==> config.mk <==
export PLATFORM = sky130hd
export DESIGN_NAME = decode_stage
export DESIGN_NICKNAME = d
export VERILOG_FILES = /design/src/rtl/decode_stage.sv
export SDC_FILE = /design/constraint.sdc
export NUM_CORES = 1
export LEC_CHECK = 0
export BUFFER_PORTS_ARGS = -buffer_cell sky130_fd_sc_hd__buf_2
export CORE_MARGIN = 8
export CORE_UTILIZATION = 50
export DETAILED_ROUTE_END_ITERATION = 6
export PLACE_DENSITY = 0.91
export SLEW_MARGIN = 20
export SYNTH_ARGS = -nofsm -noshare
export SYNTH_HDL_FRONTEND = slang
export SYNTH_SLANG_ARGS = --single-unit
==> constraint.sdc <==
create_clock -name clk -period 3.47 [get_ports clk]
set_input_delay 0.1735 -clock clk [delete_from_list [all_inputs] [get_ports clk]]
set_output_delay 0.1735 -clock clk [all_outputs]
set_load 0.02 [all_outputs]
==> src/rtl/decode_stage.sv <==
// MIPS instruction-decode pipeline stage: field split, control generation and
// immediate extension held in a valid/ready output register, with load-use bubbles.
module decode_stage #(
  parameter int PC_W      = 32,
  parameter int EXT_OPS   = 1,
  parameter int HAZARD_EN = 1,
  parameter int CNT_W     = 8
) (
  input  logic              clk,
  input  logic              rst_n,
  input  logic              flush,
  input  logic              in_valid,
  output logic              in_ready,
  input  logic [31:0]       in_instr,
  input  logic [PC_W-1:0]   in_pc,
  output logic              out_valid,
  input  logic              out_ready,
  output logic [PC_W-1:0]   out_pc,
  output logic [5:0]        out_opcode,
  output logic [5:0]        out_funct,
  output logic [4:0]        out_rs,
  output logic [4:0]        out_rt,
  output logic [4:0]        out_rd,
  output logic [4:0]        out_shamt,
  output logic [31:0]       out_imm,
  output logic [25:0]       out_address,
  output logic              out_regwrite,
  output logic              out_memwrite,
  output logic              out_memread,
  output logic              out_regdst,
  output logic              out_alusrc,
  output logic              out_branch,
  output logic              out_branch_ne,
  output logic              out_jump,
  output logic              out_link,
  output logic              out_memtoreg,
  output logic [1:0]        out_aluop,
  output logic              out_illegal,
  output logic [CNT_W-1:0]  illegal_count
);

  localparam logic [5:0] OP_R    = 6'b000000;
  localparam logic [5:0] OP_J    = 6'b000010;
  localparam logic [5:0] OP_JAL  = 6'b000011;
  localparam logic [5:0] OP_BEQ  = 6'b000100;
  localparam logic [5:0] OP_BNE  = 6'b000101;
  localparam logic [5:0] OP_ADDI = 6'b001000;
  localparam logic [5:0] OP_SLTI = 6'b001010;
  localparam logic [5:0] OP_ANDI = 6'b001100;
  localparam logic [5:0] OP_ORI  = 6'b001101;
  localparam logic [5:0] OP_LW   = 6'b100011;
  localparam logic [5:0] OP_LI   = 6'b100111;
  localparam logic [5:0] OP_SW   = 6'b101011;
  localparam logic       EXT_ON  = (EXT_OPS != 0);

  typedef struct packed {
    logic       regwrite;
    logic       memwrite;
    logic       memread;
    logic       regdst;
    logic       alusrc;
    logic       branch;
    logic       branch_ne;
    logic       jump;
    logic       link;
    logic       memtoreg;
    logic [1:0] aluop;
  } ctrl_t;

  logic [5:0]  op;
  logic [4:0]  rs;
  logic [4:0]  rt;
  ctrl_t       ctrl_next;
  logic        illegal_next;
  logic        zero_ext;
  logic [31:0] imm_next;

  ctrl_t       ctrl_reg;
  logic [31:0] instr_reg;
  logic [31:0] imm_reg;
  logic        illegal_reg;
  logic [4:0]  ld_rt_reg;

  logic adv;
  logic hazard;
  logic accept;

  assign op = in_instr[31:26];
  assign rs = in_instr[25:21];
  assign rt = in_instr[20:16];

  always_comb begin
    ctrl_next    = '0;
    illegal_next = 1'b0;
    zero_ext     = 1'b0;
    case (op)
      OP_R: begin
        ctrl_next.regwrite = 1'b1;
        ctrl_next.regdst   = 1'b1;
        ctrl_next.aluop    = 2'b10;
      end
      OP_ADDI, OP_LI: begin
        ctrl_next.regwrite = 1'b1;
        ctrl_next.alusrc   = 1'b1;
      end
      OP_LW: begin
        ctrl_next.regwrite = 1'b1;
        ctrl_next.memread  = 1'b1;
        ctrl_next.memtoreg = 1'b1;
        ctrl_next.alusrc   = 1'b1;
      end
      OP_SW: begin
        ctrl_next.memwrite = 1'b1;
        ctrl_next.alusrc   = 1'b1;
      end
      OP_BEQ: begin
        ctrl_next.branch = 1'b1;
        ctrl_next.aluop  = 2'b01;
      end
      OP_J: ctrl_next.jump = 1'b1;
      OP_BNE: begin
        ctrl_next.branch    = EXT_ON;
        ctrl_next.branch_ne = EXT_ON;
        ctrl_next.aluop     = EXT_ON ? 2'b01 : 2'b00;
        illegal_next        = !EXT_ON;
      end
      OP_JAL: begin
        ctrl_next.jump     = EXT_ON;
        ctrl_next.link     = EXT_ON;
        ctrl_next.regwrite = EXT_ON;
        illegal_next       = !EXT_ON;
      end
      OP_SLTI, OP_ANDI, OP_ORI: begin
        ctrl_next.regwrite = EXT_ON;
        ctrl_next.alusrc   = EXT_ON;
        ctrl_next.aluop    = EXT_ON ? 2'b11 : 2'b00;
        illegal_next       = !EXT_ON;
        zero_ext           = EXT_ON && (op != OP_SLTI);
      end
      default: illegal_next = 1'b1;
    endcase
  end

  assign imm_next = zero_ext ? {16'h0000, in_instr[15:0]} : {{16{in_instr[15]}}, in_instr[15:0]};

  // Source-register usage is judged from the raw opcode, independent of EXT_OPS.
  generate
    if (HAZARD_EN != 0) begin : g_hazard
      logic reads_rs;
      logic reads_rt;
      assign reads_rs = (op != OP_J) && (op != OP_JAL);
      assign reads_rt = (op == OP_R) || (op == OP_BEQ) || (op == OP_BNE) || (op == OP_SW);
      assign hazard = in_valid && (ld_rt_reg != 5'd0) &&
                      ((reads_rs && (rs == ld_rt_reg)) || (reads_rt && (rt == ld_rt_reg)));
    end else begin : g_no_hazard
      assign hazard = 1'b0;
    end
  endgenerate

  assign adv      = !out_valid || out_ready;
  assign in_ready = adv && !hazard && !flush;
  assign accept   = in_valid && in_ready;

  always_ff @(posedge clk or negedge rst_n) begin
    if (!rst_n) begin
      out_valid     <= 1'b0;
      out_pc        <= '0;
      instr_reg     <= '0;
      imm_reg       <= '0;
      ctrl_reg      <= '0;
      illegal_reg   <= 1'b0;
      ld_rt_reg     <= 5'd0;
      illegal_count <= '0;
    end else if (flush) begin
      out_valid   <= 1'b0;
      illegal_reg <= 1'b0;
      ld_rt_reg   <= 5'd0;
    end else if (adv) begin
      if (accept) begin
        out_valid   <= 1'b1;
        out_pc      <= in_pc;
        instr_reg   <= in_instr;
        imm_reg     <= imm_next;
        ctrl_reg    <= ctrl_next;
        illegal_reg <= illegal_next;
        ld_rt_reg   <= (op == OP_LW && rt != 5'd0) ? rt : 5'd0;
        if (illegal_next && (illegal_count != {CNT_W{1'b1}}))
          illegal_count <= illegal_count + {{(CNT_W-1){1'b0}}, 1'b1};
      end else begin
        // Bubble: the pending load has now moved far enough ahead.
        out_valid <= 1'b0;
        ld_rt_reg <= 5'd0;
      end
    end
  end

  assign out_opcode    = instr_reg[31:26];
  assign out_rs        = instr_reg[25:21];
  assign out_rt        = instr_reg[20:16];
  assign out_rd        = instr_reg[15:11];
  assign out_shamt     = instr_reg[10:6];
  assign out_funct     = instr_reg[5:0];
  assign out_address   = instr_reg[25:0];
  assign out_imm       = imm_reg;
  assign out_illegal   = illegal_reg;
  assign out_regwrite  = ctrl_reg.regwrite;
  assign out_memwrite  = ctrl_reg.memwrite;
  assign out_memread   = ctrl_reg.memread;
  assign out_regdst    = ctrl_reg.regdst;
  assign out_alusrc    = ctrl_reg.alusrc;
  assign out_branch    = ctrl_reg.branch;
  assign out_branch_ne = ctrl_reg.branch_ne;
  assign out_jump      = ctrl_reg.jump;
  assign out_link      = ctrl_reg.link;
  assign out_memtoreg  = ctrl_reg.memtoreg;
  assign out_aluop     = ctrl_reg.aluop;

endmodule

==> flow_metrics.py <==
metrics = {
    "pwr": {
        "power_leakage_nw": 2.62,
        "combinationalPowerShare_pct": 33.9,
        "pwr-share-seq_pct": 44.2,
        "internal_power_w": 0.00190,
        "irDropWorstVdd_v": 0.000300,
        "swShare_pct": 37.9,
        "power_density_nw_per_um2": 584,
        "power.share.clock_pct": 21.9,
        "switchingPower_w": 0.00116,
    },
    "routing": {
        "via_per_inst": 5.10,
        "wire_per_inst_um": 18.0,
        "drt_iter0_drc": 195,
        "dr.pass1.iters": 4,
        "drcViolationCount": 0,
        "vias": 3102,
        "ant_nets": 0,
        "routed_wl_um": 10900,
    },
    "floorplanning": {
        "die_x_um": 110,
        "initial_core_util_pct": 51.0,
        "die_area_um2": 12100,
        "io_pins": 214,
        "die-height_um": 110,
        "placementRows": 34,
        "design.core.area_um2": 8640,
    },
    "timing": {
        "slew_headroom_pct": 46.5,
        "whs_ns": 0.0418,
        "rsz0062_at_grt": "no",
        "fin_skew_ns": 0.0118,
        "min_period_over_period_pct": 77.3,
        "hold_viol": 0,
        "fin_ws_ns": 0.789,
        "setup_viol": 0,
        "worst_pin_slew_ns": 0.803,
        "final_max_slew_viol_count": 0,
        "period_needed_ns": 2.68,
        "fmax_ghz": 0.373,
        "fin_setup_tns_ns": 0,
    },
    "grt": {
        "grt_pass1_wl_um": 16200,
        "grt_overflow_total": 0,
        "antenna_found_initial": 0,
        "grt.total_usage_pct": 17.1,
        "grt_pass1_vias": 3220,
        "grt_max_degree": 92,
    },
    "setup_path": {
        "crit_path_max_fanout": 28,
        "critPathArrivalTime_ns": 2.91,
        "endpoint": "illegal_count[1]",
        "startpoint": "ld_rt_reg[1]",
        "rr_startpoint": "ld_rt_reg[1]",
        "r2r-end": "illegal_count[1]",
        "critPathCaptureType": "register",
        "crit_required_ns": 3.70,
        "r2r_setup_slack_ns": 0.79,
        "critPathKind": "register to register",
        "startpoint_type": "register",
        "rr_worst_depth": 8,
    },
    "finish": {
        "n_fill_cell": 709,
        "final_cell_mix": "buf_2, dfrtp_1, mux2_2",
        "multi_input_area_um2": 1520,
        "syn2layout_area_growth_pct": 18.9,
        "regArea_um2": 2280,
        "antenna_cells": 0,
        "final_common_cell": "buf_2",
        "final_layout_size_suffix_gt1_share_pct": 62.0,
        "fin_cells": 608,
        "final_util_pct": 60.7,
        "layout.nets": 565,
    },
    "synth": {
        "ys_ff_latch": 91,
        "ys_warn_count": 0,
        "seq_area_frac_synth_pct": 51.7,
        "synth_nets": 412,
        "netlist_instances": 342,
        "synth_area_leader_cell": "dfrtp_1",
        "async_flop_share_pct": 100,
        "synth-edff-count": 0,
        "synth.distinct_cells": 44,
        "yosys_most_used_dff": "dfrtp_1",
        "synth_top_cell_area_share_pct": 51.7,
        "syn_avg_cell_area_um2": 12.9,
        "synth_area_um2": 4410,
        "synth.area.top_cells": "dfrtp_1, mux2_2, buf_4",
    },
    "cts": {
        "cts_max_level": 3,
        "clock_sinks": 91,
        "cts_tree": "yes",
        "cts-resized-gates": 0,
        "cts.clk_slew.worst_paths_ns": 0.10,
        "clock_path_buffers": 2,
        "cts_made_buffers": 9,
        "clkLatencyLatePin_ns": 0.35,
        "ctsRootBufferMaster": "clkbuf_8",
    },
    "status": {
        "status": "finished clean",
    },
    "hold_path": {
        "hp-class": "input port to register",
    },
    "placement": {
        "placed_cells": 591,
        "post-dp-hpwl_um": 8550,
        "port_buffers": 213,
        "place_ws_ns": 0.813,
        "place.gp.congestion": 0.808,
    },
    "job": {
        "maxCapViolations": 0,
    },
}
-- routing by layer --
| metal | track usage [%] | vias up | routed length [um] | share of wire [%] |
|---|---|---|---|---|
| met5 | 0 | - | 0 | 0 |
| met4 | 5.79 | 0 | 121 | 1.1 |
| met3 | 5.51 | 13 | 1150 | 11 |
| met2 | 29.5 | 141 | 5700 | 52 |
| met1 | 19.5 | 1511 | 3970 | 36 |
| li1 | - | 1437 | - | - |
-- cell type report --
type,instances,share of cell area [%]
Clock inverter,6,0.931
Inverter,2,0.143
Tap cell,108,2.58
Sequential cell,91,43.5
Multi-Input combinational cell,173,29.0
Timing Repair Buffer,218,21.2
Clock buffer,10,2.63
-- power groups by stage --
stage | registers [W] | logic [W] | clock network (W)
after floorplan | 0.00158 | 0.000590 | 0
after global placement | 0.00136 | 0.00103 | 0
after detailed placement | 0.00138 | 0.00105 | 0
after CTS | 0.00136 | 0.00105 | 0.000704
after global routing | 0.00138 | 0.00110 | 0.000746
final | 0.00135 | 0.00104 | 0.000672
-- how the worst min path moves through the flow --
stage,startpoint,to,slack (ns),depth (start not counted)
2_1_floorplan,rst_n,illegal_count[0],-0.12,0
3_3_place_gp,in_pc[30],out_pc[30],0.41,2
3_5_place_dp,in_instr[8],instr_reg[8],0.41,2
4_1_cts,in_pc[16],out_pc[16],0.02,2
5_1_grt,in_pc[14],out_pc[14],0.03,2
6_report,in_pc[16],out_pc[16],0.04,2
-- timing repair --
action                                 in CTS  in global routing
hold buffers                                0                  1
buffers inserted                            0                  0
endpoints found under the hold margin       0                 91
-- stage by stage --
stage          cell area, um^2  power, W
6_report                  5240   0.00306
4_1_cts                   5230   0.00312
5_1_grt                   5240   0.00323
3_3_place_gp              5040   0.00239
3_5_place_dp              5040   0.00243
2_1_floorplan             4410   0.00217
-- cells in the mapped netlist (all sizes together) (2+ instances only) --
cell and count:
dfrtp 91, mux2 71, buf 69, xnor2 15, nand3 9, o21ai 8
clkbuf 7, a21oi 6, nand2 6, nand2b 6, nor2 6, a22o 5
nand4 5, nor3 4, and2 3, and3 3, or2 3, and4 2
inv 2, o311ai 2, o31a 2, o41ai 2, xor2 2
-- critical path: stages, from the launching register on --
cell and delay [ns]:
dfrtp_1 0.44, or4_1 0.53, nor2_1 0.26, nor4b_1 0.10, buf_4 0.19, nor2_4 0.13
buf_4 0.33, and3_2 0.28, mux2_4 0.29
-- logic make-up (layout without fill, tap and decap cells) --
family	after synthesis	count (layout)	synth area share [%]
buf+inv	78	236	13.9
mux	71	71	18.2
compound gates	31	31	5.59
xor+xnor	17	17	3.38
fa+ha+maj	2	2	0.511
flops	91	91	51.7
simple gates	52	52	6.70
No activity file was read; power rests on OpenSTA's default activity.
